### config.mk
export PLATFORM = sky130hd
export DESIGN_NAME = pipeline_hazard_ctrl_flat
export DESIGN_NICKNAME = d
export VERILOG_FILES = /design/src/rtl/pipe_ctrl_pkg.sv /design/src/rtl/pipeline_hazard_ctrl_if.sv /design/src/rtl/load_use_detect.sv /design/src/rtl/pipeline_hazard_ctrl.sv /design/src/flat_wrapper.sv
export SDC_FILE = /design/constraint.sdc
export NUM_CORES = 1
export LEC_CHECK = 0
export ABC_AREA = 1
export CORE_UTILIZATION = 45
export CTS_BUF_LIST = sky130_fd_sc_hd__clkbuf_8 sky130_fd_sc_hd__clkbuf_16
export DETAILED_ROUTE_END_ITERATION = 16
export PLACE_DENSITY = 0.74
export SLEW_MARGIN = 20
export SYNTH_ARGS = -nofsm -noshare
export SYNTH_HDL_FRONTEND = slang
export SYNTH_HIERARCHICAL = 1
export SYNTH_SLANG_ARGS = --single-unit
### constraint.sdc
create_clock -name clk -period 1.6 [get_ports clk]
set_input_delay 0.32 -clock clk [delete_from_list [all_inputs] [get_ports clk]]
set_output_delay 0.32 -clock clk [all_outputs]
set_load 0.1 [all_outputs]
### src/rtl/pipe_ctrl_pkg.sv
// Shared types and constants for the pipeline stall/flush sequencer.
package pipe_ctrl_pkg;

   localparam int unsigned REG_ADDR_W    = 5;
   localparam int unsigned PipeDepthDef  = 5;
   localparam int unsigned MemTimeoutDef = 16;

   typedef enum logic [1:0] {
      StRun,
      StMemWait,
      StDrain,
      StHalted
   } hz_state_e;

endpackage

### src/rtl/pipeline_hazard_ctrl_if.sv
// Hazard-control bundle between the datapath (master) and the stall/flush sequencer (slave).
interface pipeline_hazard_ctrl_if
   import pipe_ctrl_pkg::*;
#(
   parameter int unsigned CNT_W = 32
);
   logic [REG_ADDR_W-1:0] id_rs1;
   logic [REG_ADDR_W-1:0] id_rs2;
   logic                  id_uses_rs1;
   logic                  id_uses_rs2;
   logic [REG_ADDR_W-1:0] ex_rd;
   logic                  ex_is_load;
   logic                  ex_reg_wr;
   logic                  ex_br_taken;
   logic                  mem_req;
   logic                  mem_ready;
   logic                  halt_req;

   logic                  pc_en;
   logic                  ifid_en;
   logic                  ifid_flush;
   logic                  idex_flush;
   logic                  exmem_en;
   logic                  memwb_flush;
   logic                  halted;
   logic                  mem_err;
   logic [CNT_W-1:0]      stall_cnt;

   modport master (
      output id_rs1, id_rs2, id_uses_rs1, id_uses_rs2, ex_rd, ex_is_load, ex_reg_wr,
             ex_br_taken, mem_req, mem_ready, halt_req,
      input  pc_en, ifid_en, ifid_flush, idex_flush, exmem_en, memwb_flush, halted,
             mem_err, stall_cnt
   );

   modport slave (
      input  id_rs1, id_rs2, id_uses_rs1, id_uses_rs2, ex_rd, ex_is_load, ex_reg_wr,
             ex_br_taken, mem_req, mem_ready, halt_req,
      output pc_en, ifid_en, ifid_flush, idex_flush, exmem_en, memwb_flush, halted,
             mem_err, stall_cnt
   );

endinterface

### src/rtl/load_use_detect.sv
// Combinational load-use comparator: decode reads a register an in-flight load will write.
module load_use_detect
   import pipe_ctrl_pkg::*;
(
   input  logic [REG_ADDR_W-1:0] id_rs1_i,
   input  logic [REG_ADDR_W-1:0] id_rs2_i,
   input  logic                  id_uses_rs1_i,
   input  logic                  id_uses_rs2_i,
   input  logic [REG_ADDR_W-1:0] ex_rd_i,
   input  logic                  ex_is_load_i,
   input  logic                  ex_reg_wr_i,
   output logic                  lu_o
);

   logic rs1_hit, rs2_hit;

   assign rs1_hit = id_uses_rs1_i && (id_rs1_i == ex_rd_i);
   assign rs2_hit = id_uses_rs2_i && (id_rs2_i == ex_rd_i);
   // x0 is hard-wired zero, so a load targeting it never creates a dependency
   assign lu_o    = ex_is_load_i && ex_reg_wr_i && (ex_rd_i != '0) && (rs1_hit || rs2_hit);

endmodule

### src/rtl/pipeline_hazard_ctrl.sv
// Stall/flush sequencer for the 5-stage pipeline: memory freeze, branch flush, load-use bubble,
// debug drain/halt, with a memory-timeout error flag and a saturating stall counter.
module pipeline_hazard_ctrl
   import pipe_ctrl_pkg::*;
#(
   parameter int unsigned PIPE_DEPTH  = PipeDepthDef,
   parameter int unsigned MEM_TIMEOUT = MemTimeoutDef,
   parameter int unsigned CNT_W       = 32
) (
   input logic                   clk,
   input logic                   rst,
   pipeline_hazard_ctrl_if.slave hz
);

   localparam int unsigned DrainW = (PIPE_DEPTH > 2) ? $clog2(PIPE_DEPTH) : 1;
   localparam int unsigned WaitW  = $clog2(MEM_TIMEOUT + 1);

   hz_state_e         state_q, state_d, ret_q, ret_d;
   logic [DrainW-1:0] drain_cnt_q, drain_cnt_d;
   logic [WaitW-1:0]  wait_cnt_q, wait_cnt_d;
   logic              mem_err_q, mem_err_d;
   logic [CNT_W-1:0]  stall_cnt_q, stall_cnt_d;

   logic lu, freeze;
   logic pc_en, ifid_en, ifid_flush, idex_flush, exmem_en, memwb_flush;

   load_use_detect u_load_use_detect (
      .id_rs1_i      (hz.id_rs1),
      .id_rs2_i      (hz.id_rs2),
      .id_uses_rs1_i (hz.id_uses_rs1),
      .id_uses_rs2_i (hz.id_uses_rs2),
      .ex_rd_i       (hz.ex_rd),
      .ex_is_load_i  (hz.ex_is_load),
      .ex_reg_wr_i   (hz.ex_reg_wr),
      .lu_o          (lu)
   );

   assign freeze = hz.mem_req && !hz.mem_ready;

   always_comb begin
      pc_en       = 1'b1;
      ifid_en     = 1'b1;
      ifid_flush  = 1'b0;
      idex_flush  = 1'b0;
      exmem_en    = 1'b1;
      memwb_flush = 1'b0;
      if (state_q == StHalted) begin
         pc_en      = 1'b0;
         ifid_en    = 1'b0;
         idex_flush = 1'b1;
      end else if (freeze) begin
         pc_en       = 1'b0;
         ifid_en     = 1'b0;
         exmem_en    = 1'b0;
         memwb_flush = 1'b1;
      end else if (hz.ex_br_taken) begin
         ifid_flush = 1'b1;
         idex_flush = 1'b1;
      end else if (lu) begin
         pc_en      = 1'b0;
         ifid_en    = 1'b0;
         idex_flush = 1'b1;
      end else if (state_q == StDrain) begin
         // Draining: stop fetching and push bubbles behind the last real instruction
         pc_en      = 1'b0;
         ifid_flush = 1'b1;
      end
   end

   always_comb begin
      state_d     = state_q;
      ret_d       = ret_q;
      drain_cnt_d = drain_cnt_q;
      wait_cnt_d  = wait_cnt_q;
      mem_err_d   = mem_err_q;
      stall_cnt_d = stall_cnt_q;
      case (state_q)
         StRun, StDrain: begin
            if (freeze) begin
               // The first frozen cycle counts towards the timeout
               state_d    = StMemWait;
               ret_d      = state_q;
               wait_cnt_d = WaitW'(1);
            end else if (state_q == StRun) begin
               if (!hz.ex_br_taken && !lu && hz.halt_req) begin
                  state_d     = StDrain;
                  drain_cnt_d = DrainW'(PIPE_DEPTH - 2);
               end
            end else if (hz.ex_br_taken || !lu) begin
               if (drain_cnt_q == '0) begin
                  state_d = StHalted;
               end else begin
                  drain_cnt_d = drain_cnt_q - 1'b1;
               end
            end
         end
         StMemWait: begin
            if (!freeze) begin
               wait_cnt_d = '0;
               state_d    = ret_q;
            end else if (wait_cnt_q == WaitW'(MEM_TIMEOUT - 1)) begin
               wait_cnt_d = '0;
               mem_err_d  = 1'b1;
               state_d    = StHalted;
            end else begin
               wait_cnt_d = wait_cnt_q + 1'b1;
            end
         end
         StHalted: begin
            if (!hz.halt_req && !mem_err_q) state_d = StRun;
         end
         default: state_d = StRun;
      endcase
      if ((!pc_en || ifid_flush) && (state_q != StHalted) && (stall_cnt_q != '1)) begin
         stall_cnt_d = stall_cnt_q + 1'b1;
      end
   end

   always_ff @(posedge clk or posedge rst) begin
      if (rst) begin
         state_q     <= StRun;
         ret_q       <= StRun;
         drain_cnt_q <= '0;
         wait_cnt_q  <= '0;
         mem_err_q   <= 1'b0;
         stall_cnt_q <= '0;
      end else begin
         state_q     <= state_d;
         ret_q       <= ret_d;
         drain_cnt_q <= drain_cnt_d;
         wait_cnt_q  <= wait_cnt_d;
         mem_err_q   <= mem_err_d;
         stall_cnt_q <= stall_cnt_d;
      end
   end

   // Buffer controls go quiet the moment reset asserts, independent of the clock
   assign hz.pc_en       = pc_en & ~rst;
   assign hz.ifid_en     = ifid_en & ~rst;
   assign hz.ifid_flush  = ifid_flush & ~rst;
   assign hz.idex_flush  = idex_flush & ~rst;
   assign hz.exmem_en    = exmem_en & ~rst;
   assign hz.memwb_flush = memwb_flush & ~rst;
   assign hz.halted      = (state_q == StHalted);
   assign hz.mem_err     = mem_err_q;
   assign hz.stall_cnt   = stall_cnt_q;

endmodule

### src/flat_wrapper.sv
// flat-port wrapper written by rule: the top's interface ports become plain ports
module pipeline_hazard_ctrl_flat import pipe_ctrl_pkg::*;
#(
   parameter int unsigned PIPE_DEPTH  = PipeDepthDef,
   parameter int unsigned MEM_TIMEOUT = MemTimeoutDef,
   parameter int unsigned CNT_W       = 32
)
  (clk, rst, hz_id_rs1, hz_id_rs2, hz_id_uses_rs1, hz_id_uses_rs2, hz_ex_rd, hz_ex_is_load, hz_ex_reg_wr, hz_ex_br_taken, hz_mem_req, hz_mem_ready, hz_halt_req, hz_pc_en, hz_ifid_en, hz_ifid_flush, hz_idex_flush, hz_exmem_en, hz_memwb_flush, hz_halted, hz_mem_err, hz_stall_cnt);
  pipeline_hazard_ctrl_if #(.CNT_W(CNT_W)) hz_i ();
  input logic clk;
  input logic rst;
  input wire logic [$bits(hz_i.id_rs1)-1:0] hz_id_rs1;
  input wire logic [$bits(hz_i.id_rs2)-1:0] hz_id_rs2;
  input wire logic [$bits(hz_i.id_uses_rs1)-1:0] hz_id_uses_rs1;
  input wire logic [$bits(hz_i.id_uses_rs2)-1:0] hz_id_uses_rs2;
  input wire logic [$bits(hz_i.ex_rd)-1:0] hz_ex_rd;
  input wire logic [$bits(hz_i.ex_is_load)-1:0] hz_ex_is_load;
  input wire logic [$bits(hz_i.ex_reg_wr)-1:0] hz_ex_reg_wr;
  input wire logic [$bits(hz_i.ex_br_taken)-1:0] hz_ex_br_taken;
  input wire logic [$bits(hz_i.mem_req)-1:0] hz_mem_req;
  input wire logic [$bits(hz_i.mem_ready)-1:0] hz_mem_ready;
  input wire logic [$bits(hz_i.halt_req)-1:0] hz_halt_req;
  output wire logic [$bits(hz_i.pc_en)-1:0] hz_pc_en;
  output wire logic [$bits(hz_i.ifid_en)-1:0] hz_ifid_en;
  output wire logic [$bits(hz_i.ifid_flush)-1:0] hz_ifid_flush;
  output wire logic [$bits(hz_i.idex_flush)-1:0] hz_idex_flush;
  output wire logic [$bits(hz_i.exmem_en)-1:0] hz_exmem_en;
  output wire logic [$bits(hz_i.memwb_flush)-1:0] hz_memwb_flush;
  output wire logic [$bits(hz_i.halted)-1:0] hz_halted;
  output wire logic [$bits(hz_i.mem_err)-1:0] hz_mem_err;
  output wire logic [$bits(hz_i.stall_cnt)-1:0] hz_stall_cnt;
  assign hz_i.id_rs1 = hz_id_rs1;
  assign hz_i.id_rs2 = hz_id_rs2;
  assign hz_i.id_uses_rs1 = hz_id_uses_rs1;
  assign hz_i.id_uses_rs2 = hz_id_uses_rs2;
  assign hz_i.ex_rd = hz_ex_rd;
  assign hz_i.ex_is_load = hz_ex_is_load;
  assign hz_i.ex_reg_wr = hz_ex_reg_wr;
  assign hz_i.ex_br_taken = hz_ex_br_taken;
  assign hz_i.mem_req = hz_mem_req;
  assign hz_i.mem_ready = hz_mem_ready;
  assign hz_i.halt_req = hz_halt_req;
  assign hz_pc_en = hz_i.pc_en;
  assign hz_ifid_en = hz_i.ifid_en;
  assign hz_ifid_flush = hz_i.ifid_flush;
  assign hz_idex_flush = hz_i.idex_flush;
  assign hz_exmem_en = hz_i.exmem_en;
  assign hz_memwb_flush = hz_i.memwb_flush;
  assign hz_halted = hz_i.halted;
  assign hz_mem_err = hz_i.mem_err;
  assign hz_stall_cnt = hz_i.stall_cnt;
  pipeline_hazard_ctrl #(.PIPE_DEPTH(PIPE_DEPTH), .MEM_TIMEOUT(MEM_TIMEOUT), .CNT_W(CNT_W)) u_core (.clk(clk), .rst(rst), .hz(hz_i));
endmodule
### Word-level counts from Yosys, hierarchy flattened

Cells that the tools add are included.

| word-level totals | value |
|---|---|
| register bits | 45 |
| output and inout bits | 40 |

| operators by class | value |
|---|---|
| equal/unequal tests | 16 |
| muxes and demuxes | 39 |
| $add $sub $neg | 3 |
| reductions and logical operators | 31 |
| bitwise operators | 8 |

Operator list:

| kind | count |
|---|---|
| 32-bit by 1-bit adder with 32-bit output, second input constant | 1 |
| 32-bit != test, second input constant | 1 |
| 1-bit two-way mux | 22 |
| 2-bit two-way mux | 8 |
| 5-bit two-way mux | 3 |
| 3-bit two-way mux | 4 |
| 1-bit logical AND | 11 |
| 5-bit == test | 2 |
| 5-bit one-hot mux with 2 select lines | 1 |
| 5-bit AND reduction | 2 |
| 4-bit by 1-bit != test with 1-bit output, second input constant | 2 |
| 1-bit AND | 6 |
| 1-bit zero test | 6 |
| 2-bit by 1-bit != test with 1-bit output, second input constant | 3 |
| 2-bit one-hot mux with 3 select lines | 1 |
| 5-bit by 1-bit adder with 5-bit output, second input constant | 1 |
| 5-bit by 4-bit == test with 1-bit output, second input constant | 1 |
| 5-bit nonzero test | 1 |
| 2-bit == test, second input constant | 2 |
| 2-bit != test, second input constant | 2 |
| 4-bit by 3-bit != test with 1-bit output, second input constant | 1 |
| 2-bit AND reduction | 2 |
| 2-bit nonzero test | 2 |
| 3-bit zero test | 1 |
| 8 further kinds | 11 |

### Depth between registers and ports, before layout

| depth | value |
|---|---|
| depth in word-level cells | 12 |
| depth in mapped cells | 16 |

### Cells and area by module

The synthesis kept the hierarchy.

By module, submodules not included:

| module | cells an instance | area each (um^2) | times used |
|---|---|---|---|
| pipeline_hazard_ctrl | 454 | 2909.0 | 1 |
| load_use_detect | 56 | 220.2 | 1 |

### Worst setup path after synthesis

Ideal clock, no wire load.

| timing path | value |
|---|---|
| path kind | register -> output |
| start | reg u_core.state_q[0] |
| end | out hz_pc_en |
| slack | -3.683 ns |
| data required time | 1.280 ns |
| buffers on the path | 0 |
| cell stages (with the launch flop) | 6 |
| arrival | 4.963 ns |
| path through | dfrtp_1 > nand2_1 > inv_1 > nor3_1 > inv_1 > a21oi_1 |

RTL lines:

| item | RTL line | source |
|---|---|---|
| start, declared | pipeline_hazard_ctrl.sv:18 | `hz_state_e state_q, state_d, ret_q, ret_d;` |
| start signal, assigned | pipeline_hazard_ctrl.sv:121 | `state_q <= StRun;` |
| start signal, assigned | pipeline_hazard_ctrl.sv:128 | `state_q <= state_d;` |
| 2-bit == test | - |  |
| named net hz_halted | flat_wrapper.sv:29 | `output wire logic [$bits(hz_i.halted)-1:0] hz_halted;` |
| 1-bit two-way mux | pipeline_hazard_ctrl.sv:47 | `if (state_q == StHalted) begin` |
| 1-bit AND | pipeline_hazard_ctrl.sv:138 | `assign hz.pc_en = pc_en & ~rst;` |
| end, declared | flat_wrapper.sv:23 | `output wire logic [$bits(hz_i.pc_en)-1:0] hz_pc_en;` |

The timed path passes the listed nets, and every way through them passes these cells.

### Worst setup path after layout

| timing path | value |
|---|---|
| start | in hz_id_rs1[3] |
| end | out hz_pc_en |

| on the way | value |
|---|---|
| word-level cells in the longest chain between the ends | 9 |

Ends and longest elaborated chain:

| item | RTL line | source |
|---|---|---|
| start, declared | flat_wrapper.sv:12 | `input wire logic [$bits(hz_i.id_rs1)-1:0] hz_id_rs1;` |
| 5-bit == test | load_use_detect.sv:17 | `assign rs1_hit = id_uses_rs1_i && (id_rs1_i == ex_rd_i);` |
| 1-bit logical AND | load_use_detect.sv:17 |  |
| 1-bit logical OR | load_use_detect.sv:20 | `assign lu_o = ex_is_load_i && ex_reg_wr_i && (ex_rd_i != '0) && (rs1_hit \|\| rs2_hit);` |
| 1-bit logical AND | load_use_detect.sv:20 |  |
| named net u_core.lu | pipeline_hazard_ctrl.sv:24 | `logic lu, freeze;` |
| 1-bit two-way mux | pipeline_hazard_ctrl.sv:59 | `end else if (lu) begin` |
| 1-bit two-way mux | pipeline_hazard_ctrl.sv:56 | `end else if (hz.ex_br_taken) begin` |
| 1-bit two-way mux | pipeline_hazard_ctrl.sv:51 | `end else if (freeze) begin` |
| 1-bit two-way mux | pipeline_hazard_ctrl.sv:47 |  |
| 1-bit AND | pipeline_hazard_ctrl.sv:138 |  |

The timed path passes the listed nets, and every way through them passes these cells.

==> results.toml <==
[status]
status = "complete, but fails checks"
violations = "setup timing"

[pwr]
p_per_area_nw_per_um2 = 1274
power_frac_seq_pct = 21.0
switching_share_pct = 44.76
switchingPower_mw = 3.249
p_comb_share_pct = 65.7
pwr-share-clk_pct = 13.2
ir_worst_vdd_mv = 1.814
power.internal_mw = 4.010
power_leakage_nw = 2.775

[worst_setup_path]
ff2ff_path_depth = 12
worstPathCellList = "buf_6 > inv_1 > nand2_1 > nand2_2 > nor2_2 > nand3_1 > a21oi_2 > nand2_2 > nand2_2 > buf_6 > nor3_4 > inv_2 > a21oi_4 > buf_12"
crit_type = "primary input to primary output"
r2r_start = "u_core/hz.stall_cnt[18]$_DFFE_PP0P_"
crit_slowest_cell = "buf_12"
timing.rr.end = "u_core/hz.stall_cnt[21]$_DFFE_PP0P_"
worst-r2r-setup-slack_ns = -0.34
required_ns = 1.28
endpoint_kind = "primary output"
startpoint_type = "primary input"
crit_arrival_ns = 1.68
crit_top_cell = "nand2_2"
cp_slowest_stage_delay_ns = 0.19
path_max_fanout = 2

[cells_and_area]
nNetsFinal = 702
fillers = 340
final_layout_size_suffix_gt1_share_pct = 40.95
finish.utilization_pct = 84.33
syn_to_final_growth_pct = 82.09

[yosys]
ys_seq_area_share_pct = 35.99
ys_top_cells_by_area = "dfrtp_1, nand2_1, nor2_1"
yosysTopAreaCell = "dfrtp_1"
syn-instance-count = 510
yosysMostFrequentCell = "nand2_1"
synth_edf_count = 0
yosysUniqueCellTypes = 26
syn_area_sq_um = 3129
synthesis.nets = 539
netlist_top_cells_count = "nand2_1, nor2_1, inv_1"
ys_async_sr_fraction_pct = 100.0
yosys_warnings = 6
synth_area_per_cell_sq_um = 6.136
ys_seq_elements = 45
synth_flop_cell = "dfrtp_1"
synth.top_cell.area_share_pct = 35.99

[clocking]
numCtsBuffers = 5
cts_num_sinks = 45
root_buffer = "clkbuf_8"
clk_pin_slew_ns = 0.11
hold_buffers = 0
clockBufferDepth = 2
clk_latency_ns = 0.32
htree_levels = 2
cts_tree = "done"

[timing]
setup_violations = 42
tightestPinTransition_ns = 0.4083
slew_headroom_pct = 72.68
skew_ns = 0.02059
fin_crit_ns = 2.002
hold_violations = 0
fmax_mhz = 499.6
tns_ns = -9.890
finalMaxSlewViolations = 0
worst_slack_ns = -0.4017
period_share_pct = 125.1
rsz0062_at_grt = "yes"

[floorplanning]
fp.dieW_um = 85.39
initial_core_util_pct = 46.31
die-area_sq_um = 7291
io_pins = 65
rows = 30
fp.coreArea_sq_um = 6756
die_y_um = 85.39

[routing]
first_iter_violations = 548
drcViolationCount = 0
num_vias = 4279
via_per_inst = 5.668
drtAntennaViolNets = 0
drt-total-wl_mm = 13.51
wire_per_inst_um = 17.89
firstDrtPassIters = 7

[min_path]
hp-class = "primary input to async pin"

[job]
cap_violations = 0

[global_route]
grt_pass1_wl_mm = 17.54
grt-ovfl-total = 0
grt_pass1_vias = 3778
grt_usage_pct = 30.85
antenna_found_initial = 1
grt_max_degree = 46

[placement]
place_congestion = 0.9281
preCtsSetupSlack_ns = -0.8562
place_hpwl_mm = 6.762
port_buffers = 64
-- per-stage QoR --
stage | cells | hold slack [ns] | instance area (sq um) | power, mW
after global routing | 755 | 0.4209 | 5698 | 7.472
final | 755 | 0.3995 | 5698 | 7.260
after global placement | 704 | 0.4573 | 4777 | 4.453
after detailed placement | 704 | 0.4641 | 4777 | 4.537
after floorplan | 510 | 0.4365 | 3233 | 3.344
after CTS | 736 | 0.4071 | 5318 | 6.387
-- registers in the layout (all words and copies together), names as in the netlist --
name / count
u_core/drain_cnt_q: 3
u_core/hz.mem_err: 1
u_core/hz.stall_cnt: 32
u_core/ret_q: 2
u_core/state_q: 2
u_core/wait_cnt_q: 5
-- kinds of logic (layout without fill, tap and decap cells) --
group | Yosys count | in the layout | synth area share [%]
buf+inv | 64 | 228 | 8.317
fa+ha+maj | 4 | 4 | 1.599
flops | 45 | 45 | 35.99
other cells | 0 | 1 | 0
xor+xnor | 15 | 15 | 4.198
compound gates | 24 | 24 | 4.319
simple gates | 358 | 358 | 45.58
-- critical path: cells and delay by family --
kind / cells / cell delay [ns]
AOI/OAI and AO/OA: 2 / 0.22
and+or+nand+nor: 7 / 0.56
buffers and inverters: 5 / 0.56
-- worst max path at each step --
stage | from | endpoint | slack [ns]
after floorplan | u_core/state_q[0]$_DFFE_PP0P_ | hz_pc_en | -1.48
after global placement | hz_ex_rd[4] | hz_pc_en | -0.77
after detailed placement | hz_ex_rd[4] | hz_pc_en | -0.86
after CTS | hz_ex_rd[1] | hz_pc_en | -0.45
after global routing | hz_id_rs2[1] | hz_ifid_en | -0.51
final | hz_id_rs1[3] | hz_pc_en | -0.40
-- layout by cell type, fill, tap and decap left out, types with 5 or more instances in the layout --
cell           count
dfrtp_1           12
nor2_4             6
buf_2              5
o21ai_0            6
nand3_1           19
dlygate4sd2_1      6
clkbuf_8           6
nand2_4            8
buf_4             71
nor2_1            56
buf_6             20
xnor2_1            6
nand2_1          215
inv_1             44
xor2_1             9
inv_2              8
nor2_2             8
dfrtp_2           31
buf_12            49
nand3b_1           6
nand2_2           32
-- power by group through the flow --
stage               Clock (mW)  Combinational, mW  Sequential [mW]
finish                   0.961               4.77             1.53
global route              1.02               4.91             1.54
CTS                      0.942               3.94             1.51
detailed placement           0               3.01             1.53
global placement             0               2.94             1.52
floorplan                    0               1.35             2.00
-- per-layer routing --
metal | vias up | global-route usage, % | routed length [um]
met1 | 1926 | 38.16 | 4948
met3 | 114 | 4.572 | 1402
met2 | 361 | 52.49 | 6219
met5 | - | 0 | 0
met4 | 0 | 15.76 | 936
li1 | 1878 | - | -
-- what timing repair did --
item,CTS,global route
hold endpoints to repair,0,0
pin swaps,39,33
gates resized for setup,122,66
buffers inserted,23,16
endpoints found under the setup margin,44,48
cloned,4,4
-- cell type report --
class | count | area (sq um) | area share (%)
multi-input cells | 401 | 2037 | 35.75
repair buffers | 162 | 2029 | 35.62
flip-flops and latches | 45 | 1172 | 20.58
inverters | 58 | 236.5 | 4.150
well taps | 80 | 100.1 | 1.757
clock buffers | 6 | 82.58 | 1.449
clock inverters | 2 | 37.54 | 0.6588
diodes | 1 | 2.502 | 0.04392
Power figures use the tool's default switching activity.
